`src/rtl/lsu_mem_if.sv`:
```
// Load/store unit: RV32I byte/half/word accesses mapped onto a word-wide memory with byte write mask.
// Define LSU_MISALIGN_SPLIT_EN to split word-crossing accesses into two word accesses instead of erroring.
module lsu_mem_if #(
  parameter int ADDR_W = 32
) (
  input  logic              clk,
  input  logic              rst_n,
  input  logic              req_valid,
  output logic              req_ready,
  input  logic              req_store,
  input  logic [2:0]        req_funct3,
  input  logic [ADDR_W-1:0] req_addr,
  input  logic [31:0]       req_wdata,
  output logic              rsp_valid,
  output logic [31:0]       rsp_rdata,
  output logic              rsp_err,
  output logic              mem_we,
  output logic [3:0]        mem_wmask,
  output logic [ADDR_W-1:0] mem_a,
  output logic [31:0]       mem_wd,
  input  logic [31:0]       mem_rd
);

  typedef enum logic [1:0] {
    IDLE = 2'd0,
    ACC0 = 2'd1,
`ifdef LSU_MISALIGN_SPLIT_EN
    ACC1 = 2'd2,
`endif
    RESP = 2'd3
  } state_t;

  state_t              state_q, state_d;
  logic                store_q, store_d;
  logic [2:0]          funct3_q, funct3_d;
  logic [1:0]          off_q, off_d;
  logic                mem_we_q, mem_we_d;
  logic [3:0]          mem_wmask_q, mem_wmask_d;
  logic [ADDR_W-1:0]   mem_a_q, mem_a_d;
  logic [31:0]         mem_wd_q, mem_wd_d;
  logic [31:0]         rsp_rdata_q, rsp_rdata_d;
  logic                rsp_err_q, rsp_err_d;
  logic [31:0]         ld_word;
  logic                req_illegal;
`ifdef LSU_MISALIGN_SPLIT_EN
  logic [31:0]         wdata_q, wdata_d;
  logic [31:0]         lo_q, lo_d;
  logic [31:0]         ld_pair;
  logic                crossing;
`endif

  function automatic logic [3:0] size_mask(input logic [1:0] sz);
    case (sz)
      2'b00:   return 4'b0001;
      2'b01:   return 4'b0011;
      default: return 4'b1111;
    endcase
  endfunction

  function automatic logic [31:0] extend(input logic [31:0] w, input logic [2:0] f3);
    logic [31:0] r;
    case (f3[1:0])
      2'b00:   r = {{24{w[7] & ~f3[2]}}, w[7:0]};
      2'b01:   r = {{16{w[15] & ~f3[2]}}, w[15:0]};
      default: r = w;
    endcase
    return r;
  endfunction

  // Unsigned stores have no meaning, so funct3[2] on a store is rejected like an unused encoding.
  always_comb begin
    req_illegal = (req_funct3 == 3'b011) || (req_funct3[2:1] == 2'b11) ||
                  (req_store && req_funct3[2]);
`ifndef LSU_MISALIGN_SPLIT_EN
    if ((req_funct3[1:0] == 2'b01 && req_addr[0]) ||
        (req_funct3[1:0] == 2'b10 && req_addr[1:0] != 2'b00))
      req_illegal = 1'b1;
`endif
  end

`ifdef LSU_MISALIGN_SPLIT_EN
  assign crossing = (funct3_q[1:0] == 2'b01 && off_q == 2'd3) ||
                    (funct3_q[1:0] == 2'b10 && off_q != 2'd0);
`endif

  always_comb begin
    state_d     = state_q;
    store_d     = store_q;
    funct3_d    = funct3_q;
    off_d       = off_q;
    mem_we_d    = 1'b0;
    mem_wmask_d = mem_wmask_q;
    mem_a_d     = mem_a_q;
    mem_wd_d    = mem_wd_q;
    rsp_rdata_d = 32'd0;
    rsp_err_d   = 1'b0;
    ld_word     = mem_rd >> {off_q, 3'b000};
`ifdef LSU_MISALIGN_SPLIT_EN
    wdata_d     = wdata_q;
    lo_d        = lo_q;
    ld_pair     = 32'({mem_rd, lo_q} >> {off_q, 3'b000});
`endif
    case (state_q)
      IDLE: begin
        if (req_valid) begin
          store_d  = req_store;
          funct3_d = req_funct3;
          off_d    = req_addr[1:0];
`ifdef LSU_MISALIGN_SPLIT_EN
          wdata_d  = req_wdata;
`endif
          if (req_illegal) begin
            state_d   = RESP;
            rsp_err_d = 1'b1;
          end else begin
            state_d     = ACC0;
            mem_a_d     = {req_addr[ADDR_W-1:2], 2'b00};
            mem_we_d    = req_store;
            mem_wmask_d = req_store ? (size_mask(req_funct3[1:0]) << req_addr[1:0]) : 4'b0000;
            mem_wd_d    = req_wdata << {req_addr[1:0], 3'b000};
          end
        end
      end
      ACC0: begin
`ifdef LSU_MISALIGN_SPLIT_EN
        // Second half: the lanes shifted out of the first word land at the bottom of the next.
        if (crossing) begin
          state_d     = ACC1;
          mem_a_d     = mem_a_q + ADDR_W'(4);
          mem_we_d    = store_q;
          mem_wmask_d = store_q ? (size_mask(funct3_q[1:0]) >> (3'd4 - {1'b0, off_q})) : 4'b0000;
          mem_wd_d    = wdata_q >> (6'd32 - {1'b0, off_q, 3'b000});
          lo_d        = mem_rd;
        end else
`endif
        begin
          state_d     = RESP;
          rsp_rdata_d = store_q ? 32'd0 : extend(ld_word, funct3_q);
        end
      end
`ifdef LSU_MISALIGN_SPLIT_EN
      ACC1: begin
        state_d     = RESP;
        rsp_rdata_d = store_q ? 32'd0 : extend(ld_pair, funct3_q);
      end
`endif
      RESP:    state_d = IDLE;
      default: state_d = IDLE;
    endcase
  end

  always_ff @(posedge clk or negedge rst_n) begin
    if (!rst_n) begin
      state_q     <= IDLE;
      store_q     <= 1'b0;
      funct3_q    <= 3'd0;
      off_q       <= 2'd0;
      mem_we_q    <= 1'b0;
      mem_wmask_q <= 4'd0;
      mem_a_q     <= '0;
      mem_wd_q    <= 32'd0;
      rsp_rdata_q <= 32'd0;
      rsp_err_q   <= 1'b0;
`ifdef LSU_MISALIGN_SPLIT_EN
      wdata_q     <= 32'd0;
      lo_q        <= 32'd0;
`endif
    end else begin
      state_q     <= state_d;
      store_q     <= store_d;
      funct3_q    <= funct3_d;
      off_q       <= off_d;
      mem_we_q    <= mem_we_d;
      mem_wmask_q <= mem_wmask_d;
      mem_a_q     <= mem_a_d;
      mem_wd_q    <= mem_wd_d;
      rsp_rdata_q <= rsp_rdata_d;
      rsp_err_q   <= rsp_err_d;
`ifdef LSU_MISALIGN_SPLIT_EN
      wdata_q     <= wdata_d;
      lo_q        <= lo_d;
`endif
    end
  end

  assign req_ready = (state_q == IDLE);
  assign rsp_valid = (state_q == RESP);
  assign rsp_rdata = rsp_rdata_q;
  assign rsp_err   = rsp_err_q;
  assign mem_we    = mem_we_q;
  assign mem_wmask = mem_wmask_q;
  assign mem_a     = mem_a_q;
  assign mem_wd    = mem_wd_q;

endmodule

```
`config.mk`:
```
export PLATFORM = sky130hd
export DESIGN_NAME = lsu_mem_if
export DESIGN_NICKNAME = d
export VERILOG_FILES = /design/src/rtl/lsu_mem_if.sv
export SDC_FILE = /design/constraint.sdc
export NUM_CORES = 1
export LEC_CHECK = 0
export ABC_AREA = 1
export CAP_MARGIN = 20
export CORE_MARGIN = 4
export CORE_UTILIZATION = 48
export DETAILED_ROUTE_END_ITERATION = 10
export PLACE_DENSITY = 0.86
export SYNTH_ARGS = -nofsm -noshare
export SYNTH_HDL_FRONTEND = slang
export SYNTH_SLANG_ARGS = --single-unit
```
`constraint.sdc`:
```
create_clock -name clk -period 4.1 [get_ports clk]
set_input_delay 0.82 -clock clk [delete_from_list [all_inputs] [get_ports clk]]
set_output_delay 0.82 -clock clk [all_outputs]
set_load 0.02 [all_outputs]
```
==> summary.txt, run 1 <==
Run status
  • Outcome: finished, final reports clean

Clock tree
  • Clock buffer depth: 2
  • Setup Buffers After CTS: 0
  • TritonCTS clock tree: yes
  • Buffer type at the clock tree root: sky130_fd_sc_hd__clkbuf_16
  • Total clock sinks: ~110
  • Inserted Clock Buffers: 9
  • Worst-Skew Late Latency: between 0.3 and 0.4 ns
  • Post-cts resize count: 0
  • Post-CTS Hold Buffers: 0
  • Htree depth: 3
  • Clock slew at the register clock pins of the worst setup and hold paths: 0.07 ns

STA
  • Worst Hold Slack: 0.296 ns
  • Actual slew at the worst max-slew pin: slightly above 1 ns
  • Setup repair after global routing missed its margin: false
  • Number of failing hold endpoints at the final stage: 0
  • Max_slew headroom: between 30% and 40%
  • Highest clock rate: a little under 0.4 GHz
  • Portion of the clock cycle consumed by the worst path in the final layout: between 60% and 70%
  • Setup_tns: 0 ns
  • Setup-failing EPs final: 0
  • Final max-slew violation count: 0
  • Worst Clk Skew: 0.0110 ns
  • Clock period minus final worst setup slack: around 2.5 ns
  • Final WS setup: ~1.6 ns

Synthesis
  • Post-synth top flop: sky130_fd_sc_hd__dfrtp_1
  • Proportion of netlist area held by the largest area contributor: 49.8%
  • Synthesized area: ~0.0054 sq mm
  • Number of unique standard cell types used by synthesis: 26
  • Largest cells by area after synthesis: sky130_fd_sc_hd__dfrtp_1 (50%), sky130_fd_sc_hd__nand2_1 (21%), sky130_fd_sc_hd__nand3_1 (8.9%), sky130_fd_sc_hd__inv_1 (2.4%), sky130_fd_sc_hd__a21oi_1 (2.2%)
  • FFs w/ async S/R, synth: 100%
  • Top post-synthesis cells by count: sky130_fd_sc_hd__nand2_1 (308), sky130_fd_sc_hd__dfrtp_1 (108), sky130_fd_sc_hd__nand3_1 (96)
  • Most numerous cell in the Yosys netlist: sky130_fd_sc_hd__nand2_1
  • Number of enable-type register cells in the synthesized netlist: 0
  • Post-synthesis register bit count: around 110
  • Average footprint of a synthesized cell: 7.61 sq um
  • Library cell with the largest summed area after synthesis: sky130_fd_sc_hd__dfrtp_1
  • Sequential share of the synthesized area: 49.8%
  • Post-synthesis instance total: ~700
  • Count of warnings emitted by yosys: 0

Finish
  • Area grow syn2layout: 41.7%
  • Final core utilization: 70.3%
  • Diode count: 0
  • Layout cells sized above 1: approximately 4.8%
  • Area of all placed cells without fillers: between 0.007 and 0.008 sq mm
  • Number of nets in the layout: 989
  • Filler Cells Inserted: 924

Floorplan
  • Number of rows in the core area: 38
  • Die span in y: around 110 um
  • Die area: between 0.01 and 0.015 sq mm
  • Initial Util: ~50%
  • Core Footprint: 0.0109 sq mm
  • I/O pin cnt: between 200 and 250
  • Die span in x: between 100 and 150 um

Place
  • Post-detailed-placement cell area: around 0.0074 sq mm
  • Post-DP HPWL: about 11000 um
  • RePlAce Congestion: between 0.8 and 0.9
  • Port Buffer Count: 204
  • Worst setup timing slack at the placement stage: 1.22 ns

Global route
  • Aggregate global-route resource usage: around a quarter
  • Largest net degree at the start of global routing: a little over 80
  • Via count of the first global-routing pass: 5028
  • Number of antenna violations at the first check in global routing: 0
  • First-pass GRT wire length: between 20000 and 25000 um
  • Final global-route overflow total: 0

Setup path
  • Category of the worst setup path capture point: register
  • Startpoint type of the worst setup path: input pin
  • Launching point of the worst reg2reg path: off_q[0]
  • Data required time at the worst endpoint: about 4.4 ns
  • Worst Setup Path Type: in2reg
  • Biggest fanout along the worst timing path: 33
  • Data arrival time of the worst path: 2.80 ns
  • Critical path launch point: req_addr[0]

Drt
  • Post-route antenna net violation count: 0
  • Total wire length after detailed routing: roughly 16000 um
  • DR iter-0 viols: roughly 380
  • Routed len/inst: 15.1 um
  • Number of detailed-route iterations in the first pass: 5
  • Routed via count divided by cell count: 5.14
  • Via count: ~5.3k
  • DRC violations left: 0

Pwr
  • Combinational power share: between 50 and 60%
  • Areal power density over the cells: 686 mW/mm^2
  • Share of total power consumed by net switching: a little over two fifths
  • Part of the power in registers: between 30% and 40%
  • Standby leakage power: about 3.8 nW
  • Internal power summed over all cells: 3.06 mW
  • Switching power total: between 2 and 2.5 mW
  • IR Drop Worst-Case VDD: 0.000378 V
  • Clk pwr share: between 15 and 20%

Run
  • Max cap viols: 0

Hold path
  • Class of the worst hold path: in2async
-- per-stage QoR --
stage,instances,power (mW)
final,1031,5.27
after global routing,1031,5.64
after CTS,1030,5.31
after detailed placement,1014,4.46
after global placement,1014,4.41
after floorplan,714,3.29
-- sequential cells by signal (all words and copies together) (netlist names) --
register,cells
funct3_q,3
store_q,1
mem_a,30
mem_wd,32
rsp_rdata,32
rsp_err,1
mem_we,1
state_q,2
off_q,2
mem_wmask,4
-- logic make-up after synthesis --
logic type	Yosys count	synth area share (%)
AND/OR/NAND/NOR	463	36.4
flip-flops	108	49.8
buffers and inverters	93	9.04
AO/OA/AOI/OAI	48	4.68
other	1	0.0692
-- power by group through the flow --
stage	combinational [mW]	clock, mW	sequential (mW)
after floorplan	1.07	0	2.22
after global placement	2.60	0	1.80
after detailed placement	2.66	0	1.81
after CTS	2.66	0.847	1.80
after global routing	2.88	0.894	1.86
final	2.64	0.828	1.80
-- cells in the final DEF (no fill, tap or decap), types with 3 or more instances in the layout --
cell type,n
sky130_fd_sc_hd__clkdlybuf4s50_1,203
sky130_fd_sc_hd__nor2_1,32
sky130_fd_sc_hd__clkbuf_16,9
sky130_fd_sc_hd__nand2_2,3
sky130_fd_sc_hd__o21ai_0,22
sky130_fd_sc_hd__nand3_1,96
sky130_fd_sc_hd__inv_1,33
sky130_fd_sc_hd__nand4_1,16
sky130_fd_sc_hd__inv_2,5
sky130_fd_sc_hd__a21oi_1,24
sky130_fd_sc_hd__buf_4,10
sky130_fd_sc_hd__dfrtp_1,108
sky130_fd_sc_hd__nand2_1,308
-- worst paths after layout --
check                      slack, ns  cells after the start       endpoint
max in group asynchronous       2.96                      3  rsp_rdata[25]
max                             1.57                      8     mem_wd[30]
min reg2reg                     0.47                      2       mem_a[5]
min in group clk                0.47                      2       mem_a[5]
max reg2reg                     1.70                      7  rsp_rdata[26]
min                             0.30                      1     mem_wd[10]
-- per-layer routing --
layer / track usage (%) / part of all wire (%) / up-vias
met3: 6.55 / 8.8 / 23
met2: 38.8 / 49 / 220
met1: 32.1 / 40 / 2454
met4: 6.81 / 2.1 / 0
met5: 0 / 0 / -
li1: - / - / 2601
-- worst max-delay path, stage by stage --
cell                              delay [ns]
sky130_fd_sc_hd__clkdlybuf4s50_1        0.66
sky130_fd_sc_hd__nand2_1                0.14
sky130_fd_sc_hd__nand3b_2               0.15
sky130_fd_sc_hd__nand2_2                0.08
sky130_fd_sc_hd__nand2_2                0.47
sky130_fd_sc_hd__buf_4                  0.34
sky130_fd_sc_hd__nand2_1                0.08
sky130_fd_sc_hd__nand2_1                0.07
-- layout make-up --
cell class | count | area [sq um] | share of cell area (%)
Clock buffer | 11 | 243 | 3.16
Clock inverter | 5 | 42.5 | 0.554
Inverter | 40 | 153 | 1.99
Multi-Input combinational cell | 513 | 2230 | 29.1
Sequential cell | 108 | 2700 | 35.2
Tap cell | 140 | 175 | 2.28
Timing Repair Buffer | 214 | 2130 | 27.8
Note: power is estimated with default switching activity, not from simulation.
==> run 2: changes to the inputs <==
--- a/config.mk
+++ b/config.mk
@@ -8,9 +8,9 @@
 export ABC_AREA = 1
 export CAP_MARGIN = 20
 export CORE_MARGIN = 4
-export CORE_UTILIZATION = 48
+export CORE_UTILIZATION = 45
 export DETAILED_ROUTE_END_ITERATION = 10
-export PLACE_DENSITY = 0.86
+export PLACE_DENSITY = 0.82
 export SYNTH_ARGS = -nofsm -noshare
 export SYNTH_HDL_FRONTEND = slang
 export SYNTH_SLANG_ARGS = --single-unit
==> constraint.sdc (replaced) <==
create_clock -name clk -period 2.65 [get_ports clk]
set_input_delay 0.53 -clock clk [delete_from_list [all_inputs] [get_ports clk]]
set_output_delay 0.53 -clock clk [all_outputs]
set_load 0.02 [all_outputs]
==> summary.txt, run 2 (same netlist as run 1, synthesis figures left out) <==
Setup path
  • Data required time at the worst endpoint: 2.12 ns (-2.25 ns)
  • Data arrival time of the worst path: 1.51 ns (-1.29 ns)
  • Category of the worst setup path capture point: primary output
  • Startpoint type of the worst setup path: register
  • Worst Setup Path Type: reg2out
  • Biggest fanout along the worst timing path: 4 (-88%)

Finish
  • Layout cells sized above 1: 5.47% (+0.64 points)
  • Area grow syn2layout: 43.0%
  • Most common library cell in the layout ignoring fill and taps: sky130_fd_sc_hd__nand2_1
  • Filler Cells Inserted: 985 (+6.6%)
  • Top library cells by usage in the layout, fill and taps aside: sky130_fd_sc_hd__nand2_1 (308), sky130_fd_sc_hd__clkdlybuf4s50_1 (203), sky130_fd_sc_hd__dfrtp_1 (108)
  • Number of nets in the layout: 994 (+0.51%)
  • Diode count: 0 (unchanged)

Global route
  • Aggregate global-route resource usage: 22.4% (-1.6 points)
  • Largest net degree at the start of global routing: 66 (-20%)
  • Via count of the first global-routing pass: 4891 (-2.7%)
  • Final global-route overflow total: 0 (unchanged)
  • Number of antenna violations at the first check in global routing: 0 (unchanged)
  • First-pass GRT wire length: 25400 um (+1.8%)

Place
  • Post-DP HPWL: 11300 um (+0.32%)
  • RePlAce Congestion: 0.910 (+3.0%)
  • Port Buffer Count: 204 (unchanged)

Run
  • Max cap viols: 0 (unchanged)

Clock tree
  • Clock slew at the register clock pins of the worst setup and hold paths: 0.07 ns (about the same)
  • Setup Buffers After CTS: 0 (unchanged)
  • Buffer type at the clock tree root: sky130_fd_sc_hd__clkbuf_16
  • TritonCTS clock tree: yes
  • Post-cts resize count: 0 (unchanged)
  • Inserted Clock Buffers: 9 (unchanged)
  • Htree depth: 3 (unchanged)
  • Post-CTS Hold Buffers: 0 (unchanged)
  • Total clock sinks: 108 (unchanged)
  • Worst-Skew Late Latency: 0.34 ns (about the same)
  • Clock buffer depth: 2 (unchanged)

STA
  • Setup_tns: 0 ns (unchanged)
  • Highest clock rate: slightly below 0.5 GHz
  • Clock period minus final worst setup slack: 2.04 ns
  • Worst Hold Slack: 0.166 ns (-0.129 ns)
  • Max_slew headroom: 43.1% (+12 points)
  • Final max-slew violation count: 0 (unchanged)
  • Setup repair after global routing missed its margin: false
  • Setup-failing EPs final: 0 (unchanged)
  • Worst Clk Skew: 0.00568 ns (-0.00532 ns)
  • Actual slew at the worst max-slew pin: 0.851 ns (-0.177 ns)
  • Portion of the clock cycle consumed by the worst path in the final layout: 76.9%
  • Number of failing hold endpoints at the final stage: 0 (unchanged)

Drt
  • DR iter-0 viols: 345 (-8.0%)
  • Routed len/inst: 15.1 um (-0.36%)
  • Via count: 5266 (-0.60%)
  • Routed via count divided by cell count: 5.07 (-1.4%)
  • Number of detailed-route iterations in the first pass: 5 (unchanged)
  • Total wire length after detailed routing: 15700 um (+0.41%)
  • Post-route antenna net violation count: 0 (unchanged)
  • DRC violations left: 0 (unchanged)

Run status
  • Outcome: finished, final reports clean

Floorplan
  • Die area: 0.0139 sq mm (+6.2%)
  • Initial Util: 46.7% (-2.9 points)
  • I/O pin cnt: 207 (unchanged)
  • Core Footprint: 0.0116 sq mm (+6.2%)
  • Die span in y: 118 um (+3.0%)
  • Die span in x: 118 um (+3.0%)
  • Number of rows in the core area: 39 (+2.6%)

Pwr
  • IR Drop Worst-Case VDD: 0.000669 V (+77%)
  • Overall power of the completed layout: 8.31 mW (+58%)
  • Areal power density over the cells: 1070 mW/mm^2 (+56%)
  • Standby leakage power: 3.89 nW (+1.1%)

Hold path
  • Class of the worst hold path: in2async
run 2: final timing paths:
check                           startpoint       endpoint  slack [ns]  cells after the start
worst max-delay path            state_q[1]      req_ready        0.61                      2
worst min-delay path                 rst_n     mem_wd[22]        0.17                      1
worst max register to register  state_q[1]  rsp_rdata[12]        0.91                      4
worst min register to register    mem_a[3]       mem_a[3]        0.47                      2
max in group asynchronous            rst_n   rsp_rdata[6]        1.76                      2
min in group clk                  mem_a[3]       mem_a[3]        0.47                      2
run 2: final cells by class:
class | count | area (sq um) | share of cell area (%)
clock buffer | 10 | 239 | 3.08
clock inverter | 6 | 70.1 | 0.904
inverter | 40 | 153 | 1.97
multi-input combinational | 513 | 2230 | 28.8
sequential | 108 | 2700 | 34.9
tap | 143 | 179 | 2.31
timing repair buffer | 219 | 2180 | 28.1
run 2: routing by layer:
metal  global-route usage [%]  part of all wire [%]  vias up
li1                         -                     -     2614
met1                     30.9                    43     2397
met2                     35.5                    48      224
met3                     4.32                   6.5       31
met4                     8.06                   2.9        0
met5                        0                     0        -
run 2: per-stage QoR:
stage	area (sq um)	util [%]	worst slack (ns)	std cells
floorplan	5430	-	1.13	714
global placement	7440	64.1	0.381	1023
detailed placement	7440	64.1	0.342	1023
CTS	7750	66.8	0.601	1039
global route	7750	66.8	0.499	1039
finish	7750	66.8	0.611	1039
run 2: critical path: stages (launching register included):
cell and delay (ns):
sky130_fd_sc_hd__dfrtp_1 0.41, sky130_fd_sc_hd__nor2_1 0.14, sky130_fd_sc_hd__clkdlybuf4s50_1 0.62
run 2: power breakdown:
part           switching [mW]  leakage (nW)  internal, mW  total (mW)
Clock                   0.623         0.154         0.770        1.39
Sequential              0.378          1.40          2.32        2.70
Combinational            2.43          2.33          1.78        4.22
Total                    3.43          3.89          4.87        8.31
==> run 3: changes to the inputs <==
==> constraint.sdc (replaced) <==
create_clock -name clk -period 2.1 [get_ports clk]
set_input_delay 0.42 -clock clk [delete_from_list [all_inputs] [get_ports clk]]
set_output_delay 0.42 -clock clk [all_outputs]
set_load 0.02 [all_outputs]
==> summary.txt, run 3 (same netlist as run 1, synthesis figures left out) <==
Pwr
  • IR Drop Worst-Case VDD: 0.000788 V (+18%)
  • Standby leakage power: 3.93 nW (+0.89%)
  • Areal power density over the cells: 1340 mW/mm^2 (+25%)

Global route
  • Number of antenna violations at the first check in global routing: 0 (unchanged)
  • Final global-route overflow total: 0 (unchanged)
  • Largest net degree at the start of global routing: 63 (-4.5%)
  • First-pass GRT wire length: 25100 um (-1.2%)
  • Via count of the first global-routing pass: 4891 (unchanged)
  • Aggregate global-route resource usage: 22.3% (-0.12 points)

Clock tree
  • Inserted Clock Buffers: 9 (unchanged)
  • Total clock sinks: 108 (unchanged)
  • Htree depth: 3 (unchanged)
  • Clock slew at the register clock pins of the worst setup and hold paths: 0.07 ns (about the same)
  • Buffer type at the clock tree root: sky130_fd_sc_hd__clkbuf_16
  • Setup Buffers After CTS: 0 (unchanged)
  • Worst-Skew Late Latency: 0.34 ns (about the same)
  • Post-CTS Hold Buffers: 0 (unchanged)
  • Post-cts resize count: 0 (unchanged)
  • Clock buffer depth: 2 (unchanged)
  • TritonCTS clock tree: yes

Drt
  • Number of detailed-route iterations in the first pass: 5 (unchanged)
  • Total wire length after detailed routing: 15700 um (+0.34%)
  • Via count: 5296 (+0.57%)
  • DRC violations left: 0 (unchanged)
  • DR iter-0 viols: 356 (+3.2%)
  • Routed via count divided by cell count: 5.08 (+0.28%)
  • Routed len/inst: 15.1 um (about the same)
  • Post-route antenna net violation count: 0 (unchanged)

Floorplan
  • Die span in x: 118 um (unchanged)
  • Die area: 0.0139 sq mm (unchanged)
  • Initial Util: 46.7% (unchanged)
  • Number of rows in the core area: 39 (unchanged)
  • Die span in y: 118 um (unchanged)
  • I/O pin cnt: 207 (unchanged)
  • Core Footprint: 0.0116 sq mm (unchanged)

Setup path
  • Biggest fanout along the worst timing path: 4 (unchanged)
  • Sequence of cells on the critical path: nor2_1, clkdlybuf4s50_1
  • Category of the worst setup path capture point: primary output
  • Largest stage delay, worst path: 0.62 ns (about the same)
  • WP buf/inv: 1 (unchanged)
  • Dominant delay contributor by cell family on the critical path: buffers and inverters
  • Worst Setup Path Type: reg2out
  • Startpoint type of the worst setup path: register
  • CP max-delay cell: sky130_fd_sc_hd__clkdlybuf4s50_1
  • Data arrival time of the worst path: 1.49 ns (-0.02 ns)
  • Data required time at the worst endpoint: 1.68 ns (-0.44 ns)

STA
  • Clock period minus final worst setup slack: about 1.9 ns
  • Final max-slew violation count: 0 (unchanged)
  • Number of failing hold endpoints at the final stage: 0 (unchanged)
  • Portion of the clock cycle consumed by the worst path in the final layout: between 90% and 100%
  • Worst Clk Skew: 0.0101 ns (+0.00444 ns)
  • Worst Hold Slack: 0.0339 ns (-0.133 ns)
  • Highest clock rate: about 0.52 GHz
  • Max_slew headroom: 58.4% (+15 points)
  • Setup-failing EPs final: 0 (unchanged)
  • Setup repair after global routing missed its margin: false
  • Actual slew at the worst max-slew pin: 0.625 ns (-0.226 ns)
  • Setup_tns: 0 ns (unchanged)

Finish
  • Most common library cell in the layout ignoring fill and taps: sky130_fd_sc_hd__nand2_1
  • Area grow syn2layout: 44.3%
  • Top library cells by usage in the layout, fill and taps aside: sky130_fd_sc_hd__nand2_1 (308), sky130_fd_sc_hd__clkdlybuf4s50_1 (203), sky130_fd_sc_hd__dfrtp_1 (108)
  • Number of nets in the layout: 998 (+0.40%)
  • Layout cells sized above 1: 5.78% (+0.32 points)
  • Area of all placed cells without fillers: 0.00783 sq mm (+0.94%)
  • Diode count: 0 (unchanged)
  • Final core utilization: 67.4% (+0.62 points)

Run status
  • Outcome: finished, final reports clean

Place
  • RePlAce Congestion: 0.890 (-2.3%)
  • Post-DP HPWL: 11400 um (+1.3%)
  • Port Buffer Count: 204 (unchanged)
  • Post-detailed-placement cell area: 0.00752 sq mm (+1.1%)

Run
  • Max cap viols: 0 (unchanged)

Hold path
  • Class of the worst hold path: in2async
run 3: cell count changes in the layout (fill, tap and decap cells not counted):
| cell | previous run | this run |
|---|---|---|
| sky130_fd_sc_hd__clkbuf_8 | 1 | 2 |
| sky130_fd_sc_hd__inv_6 | 3 | 0 |
| sky130_fd_sc_hd__clkinv_2 | 1 | 2 |
| sky130_fd_sc_hd__buf_12 | 2 | 6 |
run 3: per-stage QoR:
step                setup slack, ns  cells  power (mW)
finish                        0.188   1042        10.4
floorplan                     0.618    714        6.43
global placement              0.108   1027        8.70
global route                  0.102   1042        11.1
detailed placement           0.0161   1027        8.78
CTS                           0.169   1042        10.5
run 3: layout make-up:
type                    count  area, sq um
fillers                   982         3790
flip-flops and latches    108         2700
repair buffers            223         2260
multi-input cells         513         2230
clock buffers              11          253
well taps                 143          179
inverters                  40          153
clock inverters             4         48.8
run 3: final timing paths:
path	startpoint	to	slack [ns]	depth (start not counted)
setup / recovery	state_q[1]	req_ready	0.19	2
hold / removal	rst_n	mem_wd[21]	0.03	1
setup reg to reg	funct3_q[1]	rsp_rdata[25]	0.35	7
hold reg to reg	mem_a[9]	mem_a[9]	0.47	2
max in group asynchronous	rst_n	rsp_rdata[25]	1.38	2
min in group clk	mem_a[9]	mem_a[9]	0.47	2
run 3: worst reg2reg max path, cell delays in order (launching register included):
cell and delay, ns:
sky130_fd_sc_hd__dfrtp_1 0.75, sky130_fd_sc_hd__inv_4 0.09, sky130_fd_sc_hd__nand2_2 0.22, sky130_fd_sc_hd__nor2_4 0.05
sky130_fd_sc_hd__nand3_4 0.15, sky130_fd_sc_hd__nand3_4 0.20, sky130_fd_sc_hd__nand2_1 0.16, sky130_fd_sc_hd__inv_2 0.03
run 3: power by group:
group,internal (mW),switching [mW]
registers,2.93,0.518
logic,2.27,3.03
clock network,0.981,0.720
run 3: routing by layer:
layer,GRT usage (%),vias up,routed length (um),share of wire (%)
met3,5.00,40,1050,6.7
met1,29.0,2423,6660,42
met2,35.2,216,7330,47
li1,-,2617,-,-
met4,11.1,0,665,4.2
met5,0,-,0,0
